--- src/rtl/register_file_mp_pkg.sv ---
// Shared definitions for the multi-port register file: address-width helper,
// architectural register indices and the write-port transaction type.
package regfile_pkg;

  localparam int REG_SP = 13;
  localparam int REG_LR = 14;
  localparam int REG_PC = 15;

  localparam int RF_DATA_W_DEF = 32;
  localparam int RF_ADDR_W_DEF = 4;

  // Smallest width able to index n registers, never below 1 bit.
  function automatic int addr_width(input int n);
    int w;
    w = 0;
    while ((1 << w) < n) w++;
    return (w < 1) ? 1 : w;
  endfunction

  function automatic bit is_pow2(input int n);
    return (n > 0) && ((n & (n - 1)) == 0);
  endfunction

  typedef struct packed {
    logic                     we;
    logic [RF_ADDR_W_DEF-1:0] addr;
    logic [RF_DATA_W_DEF-1:0] data;
  } regfile_wr_t;

endpackage

--- src/rtl/register_file_mp_if.sv ---
// Bus between the pipeline and the register file: three read ports, two write
// ports, load scoreboard marking and the debug LED tap.
interface register_file_mp_if #(
  parameter int DATA_W = 32,
  parameter int ADDR_W = 4,
  parameter int LED_W  = 4
);
  logic [ADDR_W-1:0] A1;
  logic [ADDR_W-1:0] A2;
  logic [ADDR_W-1:0] A3R;
  logic [DATA_W-1:0] RD1;
  logic [DATA_W-1:0] RD2;
  logic [DATA_W-1:0] RD3;
  logic              busy1;
  logic              busy2;
  logic              busy3;
  logic              we0;
  logic [ADDR_W-1:0] wa0;
  logic [DATA_W-1:0] wd0;
  logic              we1;
  logic [ADDR_W-1:0] wa1;
  logic [DATA_W-1:0] wd1;
  logic              mark;
  logic [ADDR_W-1:0] mark_a;
  logic              any_busy;
  logic [LED_W-1:0]  led;

  modport master (
    output A1, A2, A3R, we0, wa0, wd0, we1, wa1, wd1, mark, mark_a,
    input  RD1, RD2, RD3, busy1, busy2, busy3, any_busy, led
  );

  modport slave (
    input  A1, A2, A3R, we0, wa0, wd0, we1, wa1, wd1, mark, mark_a,
    output RD1, RD2, RD3, busy1, busy2, busy3, any_busy, led
  );
endinterface

--- src/rtl/register_file_mp_scoreboard.sv ---
// Busy bit per register for outstanding loads: set when a load issues,
// cleared by the load writeback port.
module regfile_scoreboard
  import regfile_pkg::*;
#(
  parameter int NUM_REGS = 16,
  parameter int ADDR_W   = addr_width(NUM_REGS)
) (
  input  logic              clock,
  input  logic              reset_n,
  input  logic              mark,
  input  logic [ADDR_W-1:0] mark_a,
  input  logic              clr,
  input  logic [ADDR_W-1:0] clr_a,
  input  logic [ADDR_W-1:0] a1,
  input  logic [ADDR_W-1:0] a2,
  input  logic [ADDR_W-1:0] a3,
  output logic              busy1,
  output logic              busy2,
  output logic              busy3,
  output logic              any_busy
);

  logic [NUM_REGS-1:0] busy;

  // A new load marking the register its predecessor is completing keeps it busy.
  always_ff @(posedge clock or negedge reset_n) begin
    if (!reset_n) begin
      busy <= '0;
    end else begin
      if (clr)  busy[clr_a]  <= 1'b0;
      if (mark) busy[mark_a] <= 1'b1;
    end
  end

  assign busy1    = busy[a1];
  assign busy2    = busy[a2];
  assign busy3    = busy[a3];
  assign any_busy = |busy;

endmodule

--- src/rtl/register_file_mp.sv ---
// Dual-write, triple-read register file with optional same-cycle bypass,
// load busy scoreboard and a debug LED tap of one register.
module register_file_mp
  import regfile_pkg::*;
#(
  parameter int              DATA_W   = 32,
  parameter int              NUM_REGS = 16,
  parameter int              ADDR_W   = addr_width(NUM_REGS),
  parameter int              BYPASS   = 1,
  parameter int              INIT_REG = 4,
  parameter logic [DATA_W-1:0] INIT_VAL = DATA_W'(2),
  parameter int              LED_REG  = 4,
  parameter int              LED_W    = 4
) (
  input logic clock,
  input logic reset_n,
  register_file_mp_if.slave rf
);

  if (!is_pow2(NUM_REGS) || NUM_REGS < 2) begin : g_chk_num
    $error("register_file_mp: NUM_REGS must be a power of two >= 2");
  end
  if (LED_REG >= NUM_REGS) begin : g_chk_led
    $error("register_file_mp: LED_REG out of range");
  end
  if (INIT_REG >= NUM_REGS) begin : g_chk_init
    $error("register_file_mp: INIT_REG out of range");
  end
  if (LED_W > DATA_W) begin : g_chk_ledw
    $error("register_file_mp: LED_W wider than DATA_W");
  end

  logic [DATA_W-1:0] regs [NUM_REGS];

  // W1 is written first so a same-address W0 write overrides it.
  always_ff @(posedge clock or negedge reset_n) begin
    if (!reset_n) begin
      for (int i = 0; i < NUM_REGS; i++) begin
        regs[i] <= (i == INIT_REG) ? INIT_VAL : '0;
      end
    end else begin
      if (rf.we1) regs[rf.wa1] <= rf.wd1;
      if (rf.we0) regs[rf.wa0] <= rf.wd0;
    end
  end

  function automatic logic [DATA_W-1:0] read_port(
    input logic [ADDR_W-1:0] a,
    input logic [DATA_W-1:0] stored,
    input logic              we0,
    input logic [ADDR_W-1:0] wa0,
    input logic [DATA_W-1:0] wd0,
    input logic              we1,
    input logic [ADDR_W-1:0] wa1,
    input logic [DATA_W-1:0] wd1
  );
    logic [DATA_W-1:0] v;
    v = stored;
    if (BYPASS != 0) begin
      if (we0 && wa0 == a)      v = wd0;
      else if (we1 && wa1 == a) v = wd1;
    end
    return v;
  endfunction

  always_comb begin
    rf.RD1 = read_port(rf.A1, regs[rf.A1], rf.we0, rf.wa0, rf.wd0,
                       rf.we1, rf.wa1, rf.wd1);
    rf.RD2 = read_port(rf.A2, regs[rf.A2], rf.we0, rf.wa0, rf.wd0,
                       rf.we1, rf.wa1, rf.wd1);
    rf.RD3 = read_port(rf.A3R, regs[rf.A3R], rf.we0, rf.wa0, rf.wd0,
                       rf.we1, rf.wa1, rf.wd1);
  end

  assign rf.led = regs[LED_REG][LED_W-1:0];

  regfile_scoreboard #(
    .NUM_REGS (NUM_REGS),
    .ADDR_W   (ADDR_W)
  ) u_scoreboard (
    .clock    (clock),
    .reset_n  (reset_n),
    .mark     (rf.mark),
    .mark_a   (rf.mark_a),
    .clr      (rf.we1),
    .clr_a    (rf.wa1),
    .a1       (rf.A1),
    .a2       (rf.A2),
    .a3       (rf.A3R),
    .busy1    (rf.busy1),
    .busy2    (rf.busy2),
    .busy3    (rf.busy3),
    .any_busy (rf.any_busy)
  );

endmodule

--- src/flat_wrapper.sv ---
// flat-port wrapper written by rule: the top's interface ports become plain ports
module register_file_mp_flat import regfile_pkg::*;
#(
  parameter int              DATA_W   = 32,
  parameter int              NUM_REGS = 16,
  parameter int              ADDR_W   = addr_width(NUM_REGS),
  parameter int              BYPASS   = 1,
  parameter int              INIT_REG = 4,
  parameter logic [DATA_W-1:0] INIT_VAL = DATA_W'(2),
  parameter int              LED_REG  = 4,
  parameter int              LED_W    = 4
)
  (clock, reset_n, rf_A1, rf_A2, rf_A3R, rf_we0, rf_wa0, rf_wd0, rf_we1, rf_wa1, rf_wd1, rf_mark, rf_mark_a, rf_RD1, rf_RD2, rf_RD3, rf_busy1, rf_busy2, rf_busy3, rf_any_busy, rf_led);
  register_file_mp_if #(.DATA_W(DATA_W), .ADDR_W(ADDR_W), .LED_W(LED_W)) rf_i ();
  input logic clock;
  input logic reset_n;
  input wire logic [$bits(rf_i.A1)-1:0] rf_A1;
  input wire logic [$bits(rf_i.A2)-1:0] rf_A2;
  input wire logic [$bits(rf_i.A3R)-1:0] rf_A3R;
  input wire logic [$bits(rf_i.we0)-1:0] rf_we0;
  input wire logic [$bits(rf_i.wa0)-1:0] rf_wa0;
  input wire logic [$bits(rf_i.wd0)-1:0] rf_wd0;
  input wire logic [$bits(rf_i.we1)-1:0] rf_we1;
  input wire logic [$bits(rf_i.wa1)-1:0] rf_wa1;
  input wire logic [$bits(rf_i.wd1)-1:0] rf_wd1;
  input wire logic [$bits(rf_i.mark)-1:0] rf_mark;
  input wire logic [$bits(rf_i.mark_a)-1:0] rf_mark_a;
  output wire logic [$bits(rf_i.RD1)-1:0] rf_RD1;
  output wire logic [$bits(rf_i.RD2)-1:0] rf_RD2;
  output wire logic [$bits(rf_i.RD3)-1:0] rf_RD3;
  output wire logic [$bits(rf_i.busy1)-1:0] rf_busy1;
  output wire logic [$bits(rf_i.busy2)-1:0] rf_busy2;
  output wire logic [$bits(rf_i.busy3)-1:0] rf_busy3;
  output wire logic [$bits(rf_i.any_busy)-1:0] rf_any_busy;
  output wire logic [$bits(rf_i.led)-1:0] rf_led;
  assign rf_i.A1 = rf_A1;
  assign rf_i.A2 = rf_A2;
  assign rf_i.A3R = rf_A3R;
  assign rf_i.we0 = rf_we0;
  assign rf_i.wa0 = rf_wa0;
  assign rf_i.wd0 = rf_wd0;
  assign rf_i.we1 = rf_we1;
  assign rf_i.wa1 = rf_wa1;
  assign rf_i.wd1 = rf_wd1;
  assign rf_i.mark = rf_mark;
  assign rf_i.mark_a = rf_mark_a;
  assign rf_RD1 = rf_i.RD1;
  assign rf_RD2 = rf_i.RD2;
  assign rf_RD3 = rf_i.RD3;
  assign rf_busy1 = rf_i.busy1;
  assign rf_busy2 = rf_i.busy2;
  assign rf_busy3 = rf_i.busy3;
  assign rf_any_busy = rf_i.any_busy;
  assign rf_led = rf_i.led;
  register_file_mp #(.DATA_W(DATA_W), .NUM_REGS(NUM_REGS), .ADDR_W(ADDR_W), .BYPASS(BYPASS), .INIT_REG(INIT_REG), .INIT_VAL(INIT_VAL), .LED_REG(LED_REG), .LED_W(LED_W)) u_core (.clock(clock), .reset_n(reset_n), .rf(rf_i));
endmodule
--- config.mk ---
export PLATFORM = sky130hd
export DESIGN_NAME = register_file_mp_flat
export DESIGN_NICKNAME = d
export VERILOG_FILES = /design/src/rtl/register_file_mp_pkg.sv /design/src/rtl/register_file_mp_if.sv /design/src/rtl/register_file_mp_scoreboard.sv /design/src/rtl/register_file_mp.sv /design/src/flat_wrapper.sv
export SDC_FILE = /design/constraint.sdc
export NUM_CORES = 2
export LEC_CHECK = 0
export CORE_AREA = 4 4 301 303
export CTS_BUF_LIST = sky130_fd_sc_hd__clkbuf_2
export DETAILED_ROUTE_END_ITERATION = 8
export DIE_AREA = 0 0 305 307
export DONT_BUFFER_PORTS = 1
export HOLD_SLACK_MARGIN = 0.15
export SYNTH_ARGS = -nofsm -noshare
export SYNTH_HDL_FRONTEND = slang
export SYNTH_HIERARCHICAL = 1
export SYNTH_SLANG_ARGS = --single-unit
--- constraint.sdc ---
create_clock -name clock -period 1.97 [get_ports clock]
set_input_delay 0.197 -clock clock [delete_from_list [all_inputs] [get_ports clock]]
set_output_delay 0.197 -clock clock [all_outputs]
set_load 0.01 [all_outputs]
Yosys cells after proc, flatten, opt, wreduce, memory -nomap -nowiden --
Cells that the tools add are included.
Operators by class: order comparisons 14, equal/unequal tests 6, muxes and demuxes 35, bitwise gates (word level) 8, reduce and logical (&&, ||, !) cells 11
Operators with widths (number):
- bitwise mux 512 bit | 2
- 2-to-1 mux 512 bit | 2
- 2-to-1 mux 32 bit | 14
- binary-select mux 32 bit (select 4 bit) | 3
- demux 32 bit (select 4 bit) | 2
- 2-to-1 mux 16 bit | 2
- greater-or-equal comparator 5 bit, second input constant | 5
- less-than comparator 4 x 5 -> 1 bit, second input constant | 5
- inverter 4 -> 5 bit | 5
- equality test 4 bit | 6
- AND 16 bit | 1
- inverter 16 bit | 1
- OR 16 bit | 1
- OR reduction 16 bit | 1
- binary-select mux 1 bit (select 4 bit) | 3
- logical AND 1 bit | 10
- less-than comparator 5 x 1 -> 1 bit, second input constant | 2
- demux 1 bit (select 4 bit) | 2
- greater-or-equal comparator 4 x 1 -> 1 bit, second input constant | 2
- 2-to-1 mux 1 bit | 5
Word-level totals: bits in registers 528, input port bits 93, output and inout bits 104, logic and storage cells 91

Depth between registers and ports, before layout --
word-level depth 9, gate-level depth with buffers 8, mapped depth without buffers 5

Hierarchy --
Netlist, hierarchy kept.
By module, submodules not included:
- register_file_mp | times used 1, cells each 3689, area an instance 38281.7 um^2, sequential area each 12813.5 um^2
- regfile_scoreboard | times used 1, cells each 94, area an instance 1118.6 um^2, sequential area each 400.4 um^2

Worst setup path before layout --
Ideal clock, no wire load.
path kind input port to output port, from in rf_A1[1], to out rf_RD1[0], arrival time 1.605 ns, data required time 1.773 ns, setup slack 0.168 ns, stages on the path 7, path buffers 3, cell sequence buf_4 -> buf_6 -> buf_6 -> mux4_2 -> o21ai_0 -> nand4_1 -> o221a_2
Between the ends: cells in the longest elaborated chain, start to end 6, elaborated cells between the ends (all ways) 10, classes of those cells eq/ne (2); mux (5); bitwise (1); reduce/logical (2)
Ends and longest elaborated chain:
- from (decl) | line flat_wrapper.sv:17 | input wire logic [$bits(rf_i.A1)-1:0] rf_A1;
- inverter 4 -> 5 bit (not written as such) | line register_file_mp.sv:67 | rf.RD1 = read_port(rf.A1, regs[rf.A1], rf.we0, rf.wa0, rf.wd0,
- binary-select mux 32 bit (select 4 bit) | line register_file_mp.sv:67
- 2-to-1 mux 32 bit (not written as such) (2 in a row) | line register_file_mp.sv:67
- 2-to-1 mux 32 bit | line register_file_mp.sv:61 | else if (we1 && wa1 == a) v = wd1;
- 2-to-1 mux 32 bit (*) | line register_file_mp.sv:60 | if (we0 && wa0 == a) v = wd0;
- to (decl) | line flat_wrapper.sv:28 | output wire logic [$bits(rf_i.RD1)-1:0] rf_RD1;
Mark *: on every way between the ends. The rest lies on a longest branch, timed or not. The select of a mux whose other input is x is not followed.

Worst setup path after layout --
from reg u_core/regs[79] (netlist bit), to out rf_RD3[15]
Between the ends: cells in the longest elaborated chain, start to end 5
Ends and longest elaborated chain:
- from (decl) | line register_file_mp.sv:33 | logic [DATA_W-1:0] regs [NUM_REGS];
- from (signal, indexed assignment) | line register_file_mp.sv:39 | regs[i] <= (i == INIT_REG) ? INIT_VAL : '0;
- from (signal, indexed assignment) | line register_file_mp.sv:42 | if (rf.we1) regs[rf.wa1] <= rf.wd1;
- from (signal, indexed assignment) | line register_file_mp.sv:43 | if (rf.we0) regs[rf.wa0] <= rf.wd0;
- binary-select mux 32 bit (select 4 bit) | line register_file_mp.sv:71 | rf.RD3 = read_port(rf.A3R, regs[rf.A3R], rf.we0, rf.wa0, rf.wd0,
- 2-to-1 mux 32 bit (not written as such) (2 in a row) | line register_file_mp.sv:71
- 2-to-1 mux 32 bit | line register_file_mp.sv:61
- 2-to-1 mux 32 bit | line register_file_mp.sv:60
- to (decl) | line flat_wrapper.sv:30 | output wire logic [$bits(rf_i.RD3)-1:0] rf_RD3;
Every way passes these cells. The select of a mux whose other input is x is not followed.

==> summary.md <==
| Metric | Value |
|---|---|
| CP arrival | `3.15 ns` |
| Remaining antenna violation count after routing | `0` |
| Run status | `finished with violations` |
| H-tree depth | `4` |
| Synth Area in Compound Gates | `13.0%` |
| Power Density | `847 nW/um^2` |
| Setup_tns | `-117.18 ns` |
| DRC errors left | `0` |
| HP Class | `in2async` |
| Mux contribution to synthesized area | `38.1%` |
| Final worst slack | `-1.37 ns` |
| Post-synthesis adder-cell area fraction | `0%` |
| Synthesized Nets | `3876` |
| Least-Margin Pin Slew | `2.96 ns` |
| Vias | `34700` |
| Synth Instances | `3783` |
| Post-synth EDFFs | `0` |
| Clock sink total | `528` |
| Pins Over Slew Limit | `457` |
| 1st-pass router iterations | `5` |
| WS Path Type | `reg2out` |
| IO Pins | `197` |
| Layout cell share with drive strength beyond 1 | `26.3%` |
| Synth cell types | `42` |
| Startpoint Class | `flip-flop` |
| Failing checks | `hold timing, slew limit, setup timing` |
| Vias in the first global route | `34700` |
| Area of the multi-input gates | `25200 um^2` |
| All-Layer GR Usage | `33.5%` |
| Final core utilization | `52.5%` |
| Synth Area in Simple Gates | `8.84%` |
| Primary FF master, synth | `dfrtp_1` |
| MaxCap Viol Count | `0` |
| Filler cells | `7773` |
| Dpl ws | `-0.330 ns` |
| Worst hold slack | `-1.47 ns` |
| Die Area | `93600 um^2` |
| Wirelength per Cell | `31.1 um` |
| CP endpoint kind | `output pin` |
| Vias per cell | `6.67` |
| FP Rows | `109` |
| Clock root cell | `clkbuf_2` |
| Power Total | `0.0391 W` |
| Max Clk Rate | `0.299 GHz` |
| Synth Area in XOR/XNOR | `0.534%` |
| DP Wirelength | `84.1 mm` |
| Die height | `307 um` |
| Total congestion overflow | `0` |
| Skew-Pair Late Insertion Delay | `1.31 ns` |
| Clock-pin slew of the registers on the worst-case setup and hold paths | `0.11 ns` |
| Placement Cell Area | `40500 um^2` |
| CTS tree | `done` |
| GPL Wtd Cong | `0.831` |
| Register area share after synthesis | `33.5%` |
| Initial Util | `44.8%` |
| RSZ-0062 raised after global routing | `true` |
| Worst slew margin | `-97.6%` |
| Sequential cell area | `13200 um^2` |
| TritonCTS Buffers | `153` |
| P&R area growth vs syn | `17.2%` |
| Largest family of logic cells by synthesized area | `multiplexers` |
| First-pass GRT wire length | `234 mm` |
| WL final | `161 mm` |
| Period utilization | `170%` |
| CORE AREA | `88000 um^2` |
| Maximum root-to-sink buffer count | `3` |
| Chip width | `305 um` |
| Hold Fails Final Rpt | `527` |
| Pin count of the biggest net entering global routing | `529` |
| Nets | `4020` |
| # setup viols final | `120` |
| Layout Skew | `0 ns` |
| YS warnings | `6` |
| Worst Path Max Fanout | `3` |
| # port buffers | `0` |
| Final instance area | `46200 um^2` |
| FF+latch count, synth | `528` |
| Min Tclk post-route | `3.34 ns` |
| Leakage | `19.2 nW` |
| Share of flip-flops with an asynchronous set or reset after synthesis | `100%` |
| Syn Area/Cell | `10.4 um^2` |
| Initial antenna violation count | `6` |
| Mapped cell area | `39400 um^2` |
| Drt initial violations | `4396` |
| Peak VDD IR | `0.000548 V` |
| CP required | `1.77 ns` |
cells by family after synthesis:
family	Yosys count
AO/OA/AOI/OAI	832
XOR/XNOR	24
buffers and inverters	487
flip-flops	528
multiplexers	1109
AND/OR/NAND/NOR	803
sequential cells by signal, summed over array words and instances (netlist names):
register and count:
u_core/rf.led 4, u_core/u_scoreboard/busy 16, u_core/regs 508
metal layers:
layer / global-route usage, % / part of all wire (%) / vias to the layer above
met5: 0 / 0.0081 / -
met3: 9.07 / 11 / 527
met4: 16.2 / 5.2 / 2
li1: - / - / 14600
met2: 52.0 / 45 / 2232
met1: 43.7 / 39 / 17300
where the power goes:
part	switching, W	internal [W]	leakage, nW
combinational	0.00558	0.00844	11.9
clock	0.00524	0.00343	1.02
sequential	0.00285	0.0136	6.23
total	0.0137	0.0255	19.2
synth_stat cells (2+ instances only):
library cell / number / share of area [%]
mux2i_1: 713 / 18
dfrtp_1: 527 / 33
nor2_1: 326 / 3.1
a21oi_1: 320 / 4.1
nand2_1: 301 / 2.9
mux4_2: 288 / 16
clkbuf_1: 245 / 2.3
o21ai_0: 212 / 2.7
o21ai_1: 107 / 1.4
nand4_1: 97 / 1.5
a221oi_1: 96 / 2.1
mux2_2: 96 / 2.7
o221a_2: 96 / 2.7
buf_2: 78 / 0.99
buf_1: 73 / 0.70
buf_4: 58 / 1.1
buf_6: 26 / 0.74
xor2_1: 18 / 0.40
nand3_1: 13 / 0.17
mux4_1: 12 / 0.80
nand2b_1: 10 / 0.16
nor2b_1: 10 / 0.16
nand3b_1: 9 / 0.17
nor2_2: 9 / 0.14
nor3_1: 6 / 0.076
xnor2_1: 6 / 0.13
inv_1: 4 / 0.038
nor4_1: 4 / 0.064
and2_1: 3 / 0.048
nor3b_2: 3 / 0.095
or3_1: 3 / 0.048
and3_1: 2 / 0.032
clkbuf_2: 2 / 0.025
or2_2: 2 / 0.032
area by class of cell:
type                            instances  area share, %
Sequential cell                       528           28.6
Antenna cell                            3         0.0163
Timing Repair Buffer                  472           10.7
Tap cell                             1165           3.16
Clock buffer                          213           2.31
Multi-Input combinational cell       2768           54.6
Clock inverter                         45          0.639
Inverter                                4         0.0325
cells in the final DEF (no fill, tap or decap), types with 4 or more instances in the layout:
master,instances
mux2i_1,710
o221a_2,45
xnor2_1,6
nand3b_1,9
nand2_4,10
nand2_2,79
nand3_4,7
o221a_4,51
nor2_1,326
nor2b_4,5
mux4_2,300
nand2_1,211
mux2_4,95
dfrtp_2,4
clkinv_1,29
o21ai_0,195
bufinv_16,4
nor2b_1,5
xor2_1,18
clkinv_2,4
nor3_1,6
buf_4,119
buf_6,19
dfrtp_1,523
a21oi_1,320
buf_12,47
clkbuf_2,216
o21ai_1,122
inv_2,7
nor2_4,9
nand4_1,97
nand2b_1,7
a221oi_1,95
dlygate4sd3_1,280
through the flow:
stage	std cells	hold WS (ns)
6_report	5198	-1.47
5_1_grt	5198	-1.59
4_1_cts	5184	-1.64
3_5_place_dp	4619	-0.0560
3_3_place_gp	4619	-0.0575
2_1_floorplan	3783	-0.0986
worst max-delay path, stage by stage (launching register included):
cell and delay, ns:
dfrtp_1 0.43, mux4_2 0.48, mux2_4 0.29, nand2_2 0.05
nand4_1 0.24, o221a_2 0.24
final timing paths:
check / start / endpoint / slack (ns) / cells past startpoint
setup reg to reg: u_core/regs[356] / u_core/regs[356] / 0.07 / 4
setup / recovery: u_core/regs[79] / rf_RD3[15] / -1.37 / 5
max in group asynchronous: reset_n / u_core/u_scoreboard/busy[0] / 0.85 / 0
hold / removal: reset_n / u_core/regs[348] / -1.47 / 0
min in group clock: rf_wa0[1] / u_core/regs[244] / 0.21 / 5
hold reg to reg: u_core/regs[239] / u_core/regs[239] / 0.60 / 2
what timing repair did:
| item | 4_1_cts | 5_1_grt |
|---|---|---|
| endpoints found under the setup margin | 104 | 134 |
| cloned | 0 | 1 |
| setup buffers | 21 | 11 |
| hold buffers | 287 | 5 |
| hold endpoints to repair | 1056 | 826 |
| resized for setup | 185 | 128 |
| pin swaps | 77 | 36 |
Power figures use the tool's default switching activity.
